--- src/rtl/ppm_phase_adjuster.sv ---
// ppm_phase_adjuster: loop filter plus slot-clock NCO for the PPM receiver.
// Integrates ahead/behind votes from phase_detector and, once the filter
// reaches threshold, stretches or shrinks one slot by a single clk_high cycle.
module ppm_phase_adjuster #(
  parameter int unsigned DIV      = 8,
  parameter int unsigned K        = 4,
  parameter int unsigned LOCK_CNT = 15
) (
  input  logic       clk_high,
  input  logic       rst,
  input  logic       enable,
  input  logic       ahead,
  input  logic       behind,
  output logic       clk_low,
  output logic       slot_strobe,
  output logic [3:0] phase_cnt,
  output logic       adj_stretch,
  output logic       adj_shrink,
  output logic       locked
);

  localparam logic [1:0] PEND_NONE    = 2'd0;
  localparam logic [1:0] PEND_STRETCH = 2'd1;
  localparam logic [1:0] PEND_SHRINK  = 2'd2;

  localparam logic [3:0]        PH_LAST  = 4'(DIV - 1);
  localparam logic [3:0]        PH_PRE   = 4'(DIV - 2);
  localparam logic [3:0]        PH_HALF  = 4'(DIV / 2);
  localparam logic signed [4:0] K_POS    = 5'(K);
  localparam logic signed [4:0] K_NEG    = -K_POS;
  localparam logic signed [3:0] K_SAT_P  = 4'(K);
  localparam logic signed [3:0] K_SAT_N  = -K_SAT_P;
  localparam logic [7:0]        LOCK_MAX = 8'(LOCK_CNT);

  logic              ahead_q, ahead_qq, behind_q, behind_qq;
  logic              a_rise, b_rise, vote_up, vote_dn;
  logic signed [3:0] filt, filt_nx;
  logic signed [4:0] filt_ext, filt_sum, vote_delta;
  logic [1:0]        pending, pend_base, pend_nx;
  logic              hold_q;
  logic              do_stretch, do_shrink;
  logic [3:0]        phase_nx;
  logic              strobe_nx;
  logic [7:0]        lock_cnt, lock_nx;
  logic              adj_seen, seen_nx;

  assign a_rise  = ahead_q & ~ahead_qq;
  assign b_rise  = behind_q & ~behind_qq;
  assign vote_up = enable & a_rise & ~b_rise;
  assign vote_dn = enable & b_rise & ~a_rise;

  // hold_q marks the inserted cycle so a stretch cannot re-trigger in it
  assign do_stretch = enable && (pending == PEND_STRETCH) && (phase_cnt == PH_LAST) && !hold_q;
  assign do_shrink  = enable && (pending == PEND_SHRINK) && (phase_cnt == PH_PRE);

  assign filt_ext = {filt[3], filt};
  assign clk_low  = (phase_cnt < PH_HALF);

  // Signed step applied to the filter for this cycle's vote
  always_comb begin
    vote_delta = '0;
    if (vote_up)      vote_delta = 5'sd1;
    else if (vote_dn) vote_delta = -5'sd1;
  end

  // Next phase: hold at the last phase for a stretch, jump to 0 for a shrink
  always_comb begin
    phase_nx = phase_cnt + 4'd1;
    if (do_stretch)                          phase_nx = PH_LAST;
    else if (do_shrink || phase_cnt == PH_LAST) phase_nx = '0;
    strobe_nx = (phase_nx == '0);
  end

  // Loop filter and pending adjustment; an executing adjustment frees the
  // pending slot first so a coincident threshold hit becomes the next request
  always_comb begin
    filt_sum  = filt_ext + vote_delta;
    pend_base = (do_stretch || do_shrink) ? PEND_NONE : pending;
    filt_nx   = filt_sum[3:0];
    pend_nx   = pend_base;
    if (filt_sum >= K_POS) begin
      if (pend_base == PEND_STRETCH) begin
        filt_nx = K_SAT_P;
      end else if (pend_base == PEND_SHRINK) begin
        pend_nx = PEND_NONE;
        filt_nx = '0;
      end else begin
        pend_nx = PEND_STRETCH;
        filt_nx = '0;
      end
    end else if (filt_sum <= K_NEG) begin
      if (pend_base == PEND_SHRINK) begin
        filt_nx = K_SAT_N;
      end else if (pend_base == PEND_STRETCH) begin
        pend_nx = PEND_NONE;
        filt_nx = '0;
      end else begin
        pend_nx = PEND_SHRINK;
        filt_nx = '0;
      end
    end
    if (!enable) begin
      filt_nx = '0;
      pend_nx = PEND_NONE;
    end
  end

  // Lock counter: a stretch ends its slot one cycle before the strobe, so
  // adj_seen carries "this slot was adjusted" up to that strobe
  always_comb begin
    lock_nx = lock_cnt;
    seen_nx = adj_seen;
    if (!enable) begin
      lock_nx = '0;
      seen_nx = 1'b0;
    end else if (do_stretch || do_shrink) begin
      lock_nx = '0;
      seen_nx = do_stretch;
    end else if (strobe_nx) begin
      seen_nx = 1'b0;
      if (!adj_seen && lock_cnt != LOCK_MAX) lock_nx = lock_cnt + 8'd1;
    end
  end

  // Register all state and outputs
  always_ff @(posedge clk_high) begin
    if (rst) begin
      ahead_q     <= 1'b0;
      ahead_qq    <= 1'b0;
      behind_q    <= 1'b0;
      behind_qq   <= 1'b0;
      filt        <= '0;
      pending     <= PEND_NONE;
      hold_q      <= 1'b0;
      phase_cnt   <= '0;
      slot_strobe <= 1'b0;
      adj_stretch <= 1'b0;
      adj_shrink  <= 1'b0;
      lock_cnt    <= '0;
      adj_seen    <= 1'b0;
      locked      <= 1'b0;
    end else begin
      ahead_q     <= ahead;
      ahead_qq    <= ahead_q;
      behind_q    <= behind;
      behind_qq   <= behind_q;
      filt        <= filt_nx;
      pending     <= pend_nx;
      hold_q      <= do_stretch;
      phase_cnt   <= phase_nx;
      slot_strobe <= strobe_nx;
      adj_stretch <= do_stretch;
      adj_shrink  <= do_shrink;
      lock_cnt    <= lock_nx;
      adj_seen    <= seen_nx;
      locked      <= (lock_nx == LOCK_MAX);
    end
  end

endmodule

--- config.mk ---
export PLATFORM = sky130hd
export DESIGN_NAME = ppm_phase_adjuster
export DESIGN_NICKNAME = d
export VERILOG_FILES = /design/src/rtl/ppm_phase_adjuster.sv
export SDC_FILE = /design/constraint.sdc
export NUM_CORES = 1
export LEC_CHECK = 0
export CORE_UTILIZATION = 35
export CTS_CLUSTER_SIZE = 12
export DETAILED_ROUTE_END_ITERATION = 12
export PLACE_DENSITY = 0.62
export SYNTH_ARGS = -nofsm -noshare
export SYNTH_HDL_FRONTEND = slang
export SYNTH_SLANG_ARGS = --single-unit
export TNS_END_PERCENT = 20
--- constraint.sdc ---
create_clock -name clk_high -period 2.8 [get_ports clk_high]
set_clock_uncertainty 0.15 [all_clocks]
set_input_delay 0.56 -clock clk_high [delete_from_list [all_inputs] [get_ports clk_high]]
set_output_delay 0.56 -clock clk_high [all_outputs]
set_load 0.02 [all_outputs]
# After elaboration in Yosys (flattened, before gate mapping)
# Cells that the tools add are included.
dict set report totals {
  latchBits 0
  regBits 27
  elab_cells 72
  ramBits 0
  mem_count 0
  romBits 0
}
dict set report op_classes {
  order_cmp 3
  muxes 21
  n_eq_ne 8
  bitwise_logic 11
  multipliers 0
  reduce_logical 13
  n_div 0
  shifts 0
  add_sub_neg 3
}
# operator n
set op_table {}
lappend op_table {{$mux W8} 4}
lappend op_table {{$mux W4} 5}
lappend op_table {{$mux W2} 6}
lappend op_table {{$mux W5} 2}
lappend op_table {{$add A8 B1 Y8 const B} 1}
lappend op_table {{$eq A4 B3 Y1 const B} 2}
lappend op_table {{$eq A8 B4 Y1 const B} 1}
lappend op_table {{$ne A8 B4 Y1 const B} 1}
lappend op_table {{$and A1 B1 Y1} 6}
lappend op_table {{$logic_and A1 B1 Y1} 6}
lappend op_table {{$add A4 B5 Y5} 1}
lappend op_table {{$ge A5 B4 Y1 const B} 1}
lappend op_table {{$le A5 B3 Y1 const B} 1}
lappend op_table {{$not A1 Y1} 5}
lappend op_table {{$add A4 B1 Y4 const B} 1}
lappend op_table {{$eq A2 B1 Y1 const B} 2}
lappend op_table {{$eq A2 B2 Y1 const B} 2}
lappend op_table {{$logic_not A4 Y1} 1}
lappend op_table {{$lt A4 B3 Y1 const B} 1}
lappend op_table {{$mux W1} 3}
lappend op_table {{$mux W3} 1}
lappend op_table {{$logic_not A1 Y1} 2}
lappend op_table {{$logic_or A1 B1 Y1} 2}
lappend op_table {{$reduce_bool A2 Y1} 1}
lappend op_table {{$reduce_or A2 Y1} 1}

# Longest topological paths before layout
# Gate-level depths: netlist of the first run.
dict set report depth {
  ltp_word 11
  ltp_mapped 11
}

# Least setup slack after synthesis of the first run
# No wires, ideal clock.
dict set report synth_timing {
  path_kind {register to register}
  startpoint {register phase_cnt[0]}
  endpoint {register locked}
  path_stages_with_launch 9
  path_slack_ns 0.414
  arrival_time_ns 2.157
  synth_period_minus_slack_ns 2.386
  cell_sequence {dfxtp_1 > inv_1 > ha_1 > nand3_1 > a21oi_1 > o31ai_4 > or4_1 > a31o_1 > a211oi_2}
}
dict set report synth_between {
  elab_chain_cells 10
  word_cells_on_any_way 15
}
# element line
set synth_lines {}
lappend synth_lines {{start, declared} 16} ;# output logic [3:0] phase_cnt,
lappend synth_lines {{start signal, assigned} 150} ;# phase_cnt <= phase_nx;
lappend synth_lines {{branches (longest 7 deep; another with $add A4 B1 Y4)} --}
lappend synth_lines {{$mux W8 (*)} 116} ;# end else if (do_stretch || do_shrink) begin
lappend synth_lines {{$mux W8 (*)} 113} ;# if (!enable) begin
lappend synth_lines {{$eq A8 B4 Y1 (*)} 156} ;# locked <= (lock_nx == LOCK_MAX);
lappend synth_lines {{end signal, assigned} 156}
lappend synth_lines {{end, declared} 19} ;# output logic locked
# Mark *: on every way between the ends.
# A chain may end at the register's enable or synchronous reset.

# Worst setup path after layout of the first run
dict set report layout_timing {
  startpoint {input port enable}
  endpoint {register pending[0]}
}
dict set report layout_between {
  elab_chain_cells 9
  word_cells_on_any_way 25
}
# element line
set layout_lines {}
lappend layout_lines {{start, declared} 11} ;# input logic enable,
lappend layout_lines {{branches (longest 9 deep; another with $add A4 B5 Y5)} --}
lappend layout_lines {{end signal, assigned} 148} ;# pending <= pend_nx;
lappend layout_lines {{end, declared} 39} ;# logic [1:0] pending, pend_base, pend_nx;
# Parallel ways; which one is timed is not known.

==> run_results.csv, run 1 <==
group,metric,value,unit
status,status,"finished clean",
setup_path,criticalPathCategory,"input pin to flip-flop",
setup_path,end_kind,"flip-flop",
finish,nets,196,
routing,drtIter0Drc,37,
power_and_ir_drop,power_switching,0.1840,mW
sta,finalSetupViolCount,0,
floorplanning,die_h,65.16,um
synth,yosysSeqAreaShare,0.3871,
clock_tree,cts_tree,"built",
sta,setup_tns,0,ps
setup_path,worstReg2RegEnd,"pending[0]",
synth,synthMuxAreaShare,0.007168,
power_and_ir_drop,internal-power,0.5519,mW
worst_hold_path,hold_end,"ahead_qq",
synth,synth_top_family_by_area,"simple AND/OR/NAND/NOR gates",
floorplanning,rows,22,
synth,synth_ff_type,"dfxtp_1",
synth,ys_ff_latch,27,
clock_tree,cts_setup_buffers,0,
setup_path,reg2regPathDepth,10,
floorplanning,start_util,0.3730,
worst_hold_path,hp-class,"flip-flop to flip-flop",
synth,synth_xor_area_frac,0.06272,
sta,fmax,367.9,MHz
clock_tree,htreeDepth,1,
power_and_ir_drop,p_sw_frac,0.2500,
routing,drcViolationCount,0,
routing,drt-total-wl,2.663,mm
finish,drive_gt1_frac,0.1319,
synth,netlist_area,1396,sq um
place,globalplace.congestion,0.7930,
finish,area_growth,24.01,%
floorplanning,io_pins,14,
setup_path,required,2800,ps
clock_tree,clock-sinks,27,
worst_hold_path,hold-path-cell-count,1,
finish,num-fill-cells,378,
routing,wire_per_inst,11.58,um
sta,period_share,0.9707,
global_route,antenna_found_initial,0,
setup_path,start_kind,"input pin",
synth,yosys.cell_types.count,44,
routing,vias,1178,
synth,synth_edf_count,0,
clock_tree,root_buffer,"clkbuf_8",
sta,period_minus_slack,2718,ps
setup_path,cp_max_fo,5,
power_and_ir_drop,power_frac_seq,0.551,
sta,relSlewSlack,0.7070,
finish,antenna_cells,0,
synth,yosys.area_share.adder,0.07706,
routing,first_pass_iters,4,
sta,finalWorstSetupSlack,82.10,ps
place,place_area,1645,sq um
power_and_ir_drop,pwr-share-clk,0.294,
routing,via_per_inst,5.122,
global_route,grt_use_total,0.1491,
power_and_ir_drop,p_leak,0.6602,nW
sta,final_hold_viol_count,0,
power_and_ir_drop,p_comb_frac,0.155,
floorplanning,die_w,65.16,um
sta,slew_violations,0,
setup_path,r2r_slack,250,ps
global_route,grt_pass1_vias,1179,
synth,synth-simple-area-share,0.2903,
synth,syn-num-nets,171,
floorplanning,dieArea,4246,sq um
synth,postSynthCellCount,158,
clock_tree,clkLatencyLatePin,270,ps
synth,yosysWarnings,0,
synth,synthArstFlopShare,0,
place,pre_cts_slack,-244.3,ps
power_and_ir_drop,p_per_area,425.0,nW/um^2
job,max-cap-violations,0,
worst_hold_path,hold_start,"ahead_q",
place,io_buffers,13,
synth,synth_compound_area_frac,0.1478,
floorplanning,core,3744,sq um
global_route,grt_max_degree,16,
clock_tree,clkTransAtPathRegs,90,ps
power_and_ir_drop,vdd_drop_max,0.2085,mV
routing,ant_nets,0,
finish,final_area,1732,sq um
setup_path,r2r-start,"ahead_q",
power_and_ir_drop,power,0.7359,mW
clock_tree,clockBufferDepth,2,
global_route,gr-total-overflow,0,
global_route,grt_pass1_wl,5.030,mm
finish,fin_util,0.4626,
setup_path,cp_data_arrival_time,2720,ps
sta,tightest_slew,437.9,ps
synth,syn_area_per_cell,8.838,sq um
place,hpwl,2.048,mm
clock_tree,cts_buffers,3,
==> flip-flops by register name (all words and copies together), names as in the netlist <==
signal,flops
adj_shrink,1
ahead_qq,1
ahead_q,1
behind_q,1
pending,2
slot_strobe,1
adj_seen,1
locked,1
filt,4
phase_cnt,4
lock_cnt,8
hold_q,1
behind_qq,1
==> critical path: stages <==
cell,delay (ps)
clkdlybuf4s50_1,470
nor2b_1,130
ha_1,170
inv_1,60
fa_1,420
nand2b_1,220
a31oi_4,210
a31oi_2,90
a2111oi_0,380
==> synthesized netlist by cell type (2+ instances only) <==
master	count	area, sq um
nor2_1	14	52.55
nor2b_1	12	75.07
or3_1	3	18.77
nand2_1	14	52.55
ha_1	7	87.58
xnor2_1	8	70.07
xor2_1	2	17.52
o21a_1	3	22.52
o21ai_0	4	20.02
a31oi_1	2	12.51
dfxtp_1	27	540.5
nand3_1	6	30.03
nand2b_1	4	25.02
nor3b_1	2	15.01
nor3_1	6	30.03
inv_1	6	22.52
or4_1	2	15.01
a22oi_1	2	15.01
nand3b_1	2	15.01
a21oi_1	8	40.04
==> stage by stage <==
step / hold slack, ps / std cells
after global routing: 338.5 / 230
after floorplan: 279.7 / 158
final: 320.7 / 230
after CTS: 323.8 / 230
after detailed placement: 309.9 / 226
after global placement: 291.8 / 226
==> cell type report <==
class	count	area, sq um	area share
Sequential cell	27	540.5	0.3121
Clock buffer	3	41.29	0.02384
Clock inverter	1	5.005	0.002890
Timing Repair Buffer	23	205.2	0.1185
Tap cell	48	60.06	0.03468
Inverter	6	22.52	0.01301
Multi-Input combinational cell	122	857.1	0.4949
==> power groups by stage <==
stage                     Sequential, mW  Combinational (mW)  Clock (mW)
after floorplan                    0.418              0.0639           0
after global placement             0.414               0.107           0
after detailed placement           0.414               0.109           0
after CTS                          0.405               0.110       0.224
after global routing               0.408               0.127       0.241
final                              0.405               0.114       0.217
==> metal layers <==
metal  part of all wire  global-route usage  wire, um
met2               0.49              0.2629      1305
met3              0.035             0.02604        93
met4              0.015             0.05707        40
met1               0.46              0.1783      1223
met5                  0                   0         0
==> logic make-up after synthesis <==
family,count (synthesis)
flip-flops,27
buffers and inverters,9
AO/OA/AOI/OAI,29
multiplexers,1
XOR/XNOR,10
AND/OR/NAND/NOR,74
adder cells (fa/ha/maj),8
==> worst max path at each step <==
stage / endpoint / startpoint / slack, ps / cells past startpoint
after global placement: pending[0] / enable / -110 / 9
final: pending[0] / enable / 80 / 9
after detailed placement: pending[0] / enable / -240 / 9
after CTS: pending[0] / enable / 30 / 9
after global routing: filt[2] / enable / -10 / 10
after floorplan: locked / phase_cnt[0] / 410 / 8
==> what timing repair did <==
| item | CTS | global route |
|---|---|---|
| resized for setup | 0 | 7 |
| hold buffers | 0 | 0 |
| endpoints found under the setup margin | 0 | 6 |
==> placed cells by master, fill, tap and decap left out, drive strengths merged, types with 4 or more instances in the layout <==
master         instances
a21oi                  9
buf                   10
clkdlybuf4s50         13
dfxtp                 27
ha                     7
inv                    6
nand2                 14
nand2b                 4
nand3                  6
nor2                  14
nor2b                 12
nor3                   6
o21ai                  5
xnor2                  8
Power figures use the tool's default switching activity.
==> run 2, diff against run 1 <==
--- a/config.mk
+++ b/config.mk
@@ -6,6 +6,7 @@
 export NUM_CORES = 1
 export LEC_CHECK = 0
 export CORE_UTILIZATION = 35
+export CTS_BUF_LIST = sky130_fd_sc_hd__clkbuf_4 sky130_fd_sc_hd__clkbuf_8
 export CTS_CLUSTER_SIZE = 12
 export DETAILED_ROUTE_END_ITERATION = 12
 export PLACE_DENSITY = 0.62
==> constraint.sdc (replaced) <==
create_clock -name clk_high -period 2.75 [get_ports clk_high]
set_clock_uncertainty 0.15 [all_clocks]
set_input_delay 0.55 -clock clk_high [delete_from_list [all_inputs] [get_ports clk_high]]
set_output_delay 0.55 -clock clk_high [all_outputs]
set_load 0.02 [all_outputs]
==> run_results.csv, run 2 (synthesis gave the netlist of run 1 again) <==
group,metric,value,unit
routing,drcViolationCount,0,
finish,drive_gt1_frac,0.1530,
clock_tree,htreeDepth,1,
power_and_ir_drop,power,0.7705,mW
global_route,grt_pass1_vias,1164,
clock_tree,clkLatencyLatePin,270,ps
routing,drt-total-wl,2.911,mm
setup_path,criticalPathCategory,"input pin to flip-flop",
routing,drtIter0Drc,47,
setup_path,startpoint,"enable",
finish,top_register,"lock_cnt",
finish,multi_input_area,883.3,sq um
routing,wire_per_inst,12.60,um
routing,vias,1180,
sta,timing.hold.ws,313.5,ps
power_and_ir_drop,vdd_drop_max,0.3130,mV
floorplanning,start_util,0.3730,
finish,seqCellArea,540.5,sq um
power_and_ir_drop,p_per_area,435.8,nW/um^2
finish,area_growth,26.61,%
clock_tree,clkTransAtPathRegs,90,ps
job,max-cap-violations,0,
finish,largestRegisters,"lock_cnt (8), filt (4), phase_cnt (4)",
floorplanning,rows,22,
clock_tree,cts_buffers,3,
setup_path,end_kind,"flip-flop",
finish,final_cell_mix,"dfxtp_1, nand2_1, nor2_1",
floorplanning,die_w,65.16,um
global_route,grt_max_degree,15,
sta,final_hold_viol_count,0,
global_route,gr-total-overflow,0,
clock_tree,clock-sinks,27,
clock_tree,clockBufferDepth,2,
setup_path,worstReg2RegEnd,"filt[2]",
global_route,antenna_found_initial,0,
finish,fin_cells,231,
setup_path,cp_max_fo,3,
status,status,"finished clean",
sta,period_share,0.9566,
clock_tree,cts_tree,"built",
routing,via_per_inst,5.108,
floorplanning,core,3744,sq um
place,globalplace.congestion,0.7894,
power_and_ir_drop,p_leak,0.6772,nW
sta,fmax,380.1,MHz
global_route,grt_use_total,0.1480,
setup_path,crit_end,"filt[2]",
place,hpwl,2.124,mm
setup_path,cp_data_arrival_time,2640,ps
sta,slew_violations,0,
floorplanning,dieArea,4246,sq um
clock_tree,root_buffer,"clkbuf_8",
place,io_buffers,13,
setup_path,start_kind,"input pin",
finish,fin_util,0.4723,
finish,largest_register_ffs,8,
finish,layout_commonest_cell,"dfxtp_1",
sta,finalSetupViolCount,0,
clock_tree,cts_setup_buffers,0,
global_route,grt_pass1_wl,4.988,mm
routing,first_pass_iters,4,
sta,period_minus_slack,2631,ps
setup_path,r2r_slack,280,ps
setup_path,reg2regPathDepth,11,
place,dp_cells,227,
setup_path,r2r-start,"ahead_q",
finish,num-fill-cells,384,
sta,tightest_slew,503.3,ps
floorplanning,die_h,65.16,um
finish,nets,197,
setup_path,required,2760,ps
worst_hold_path,hold-path-cell-count,1,
routing,ant_nets,0,
finish,antenna_cells,0,
worst_hold_path,hp-class,"flip-flop to flip-flop",
floorplanning,io_pins,14,
sta,relSlewSlack,0.6615,
run 2: per-stage QoR:
stage	area (sq um)	setup WS [ps]	setup TNS (ps)
final	1768	119.4	0
after global routing	1768	-32.05	-32.05
after CTS	1708	19.22	0
after detailed placement	1653	-289.6	-1262
after global placement	1653	-146.3	-631.0
after floorplan	1396	364.0	0
run 2: layout make-up:
type | instances | area share
tap | 48 | 0.03397
inverter | 6 | 0.01274
sequential | 27 | 0.3057
clock buffer | 4 | 0.02760
timing repair buffer | 24 | 0.1203
multi-input combinational | 122 | 0.4996
run 2: layer usage:
metal,part of all wire,up-vias,track usage
met5,0,-,0
met4,0.0041,0,0.04348
met3,0.022,2,0.02431
met2,0.53,17,0.2706
met1,0.44,554,0.1751
li1,-,607,-
run 2: worst min path at each step:
| stage | start | endpoint | slack [ps] |
|---|---|---|---|
| final | ahead_q | ahead_qq | 310 |
| after CTS | ahead_q | ahead_qq | 320 |
| after floorplan | ahead_q | ahead_qq | 280 |
| after global placement | behind_q | behind_qq | 290 |
| after detailed placement | ahead_q | ahead_qq | 300 |
| after global routing | ahead_q | ahead_qq | 330 |
run 2: what timing repair did:
action	CTS	global route
gates resized for setup	1	11
endpoints found under the setup margin	1	4
hold buffers	0	0
pin swaps	1	2
run 2: worst max-delay path: stages:
cell,delay (ps)
clkdlybuf4s50_1,470
nor2b_1,130
ha_1,180
inv_1,60
fa_1,420
nand2b_4,180
a31oi_4,230
buf_4,150
mux2i_1,160
a22oi_1,100
run 2: where the power goes:
group	internal [mW]	switching (mW)
Clock	0.114	0.120
Sequential	0.402	0.00979
Combinational	0.0604	0.0644
Total	0.576	0.194
==> run 3, diff against run 2 <==
--- a/config.mk
+++ b/config.mk
@@ -10,6 +10,7 @@
 export CTS_CLUSTER_SIZE = 12
 export DETAILED_ROUTE_END_ITERATION = 12
 export PLACE_DENSITY = 0.62
+export SLEW_MARGIN = 20
 export SYNTH_ARGS = -nofsm -noshare
 export SYNTH_HDL_FRONTEND = slang
 export SYNTH_SLANG_ARGS = --single-unit
==> results of run 3 <==
Same layout as run 2: the final DEF is identical, and so are final timing and power.
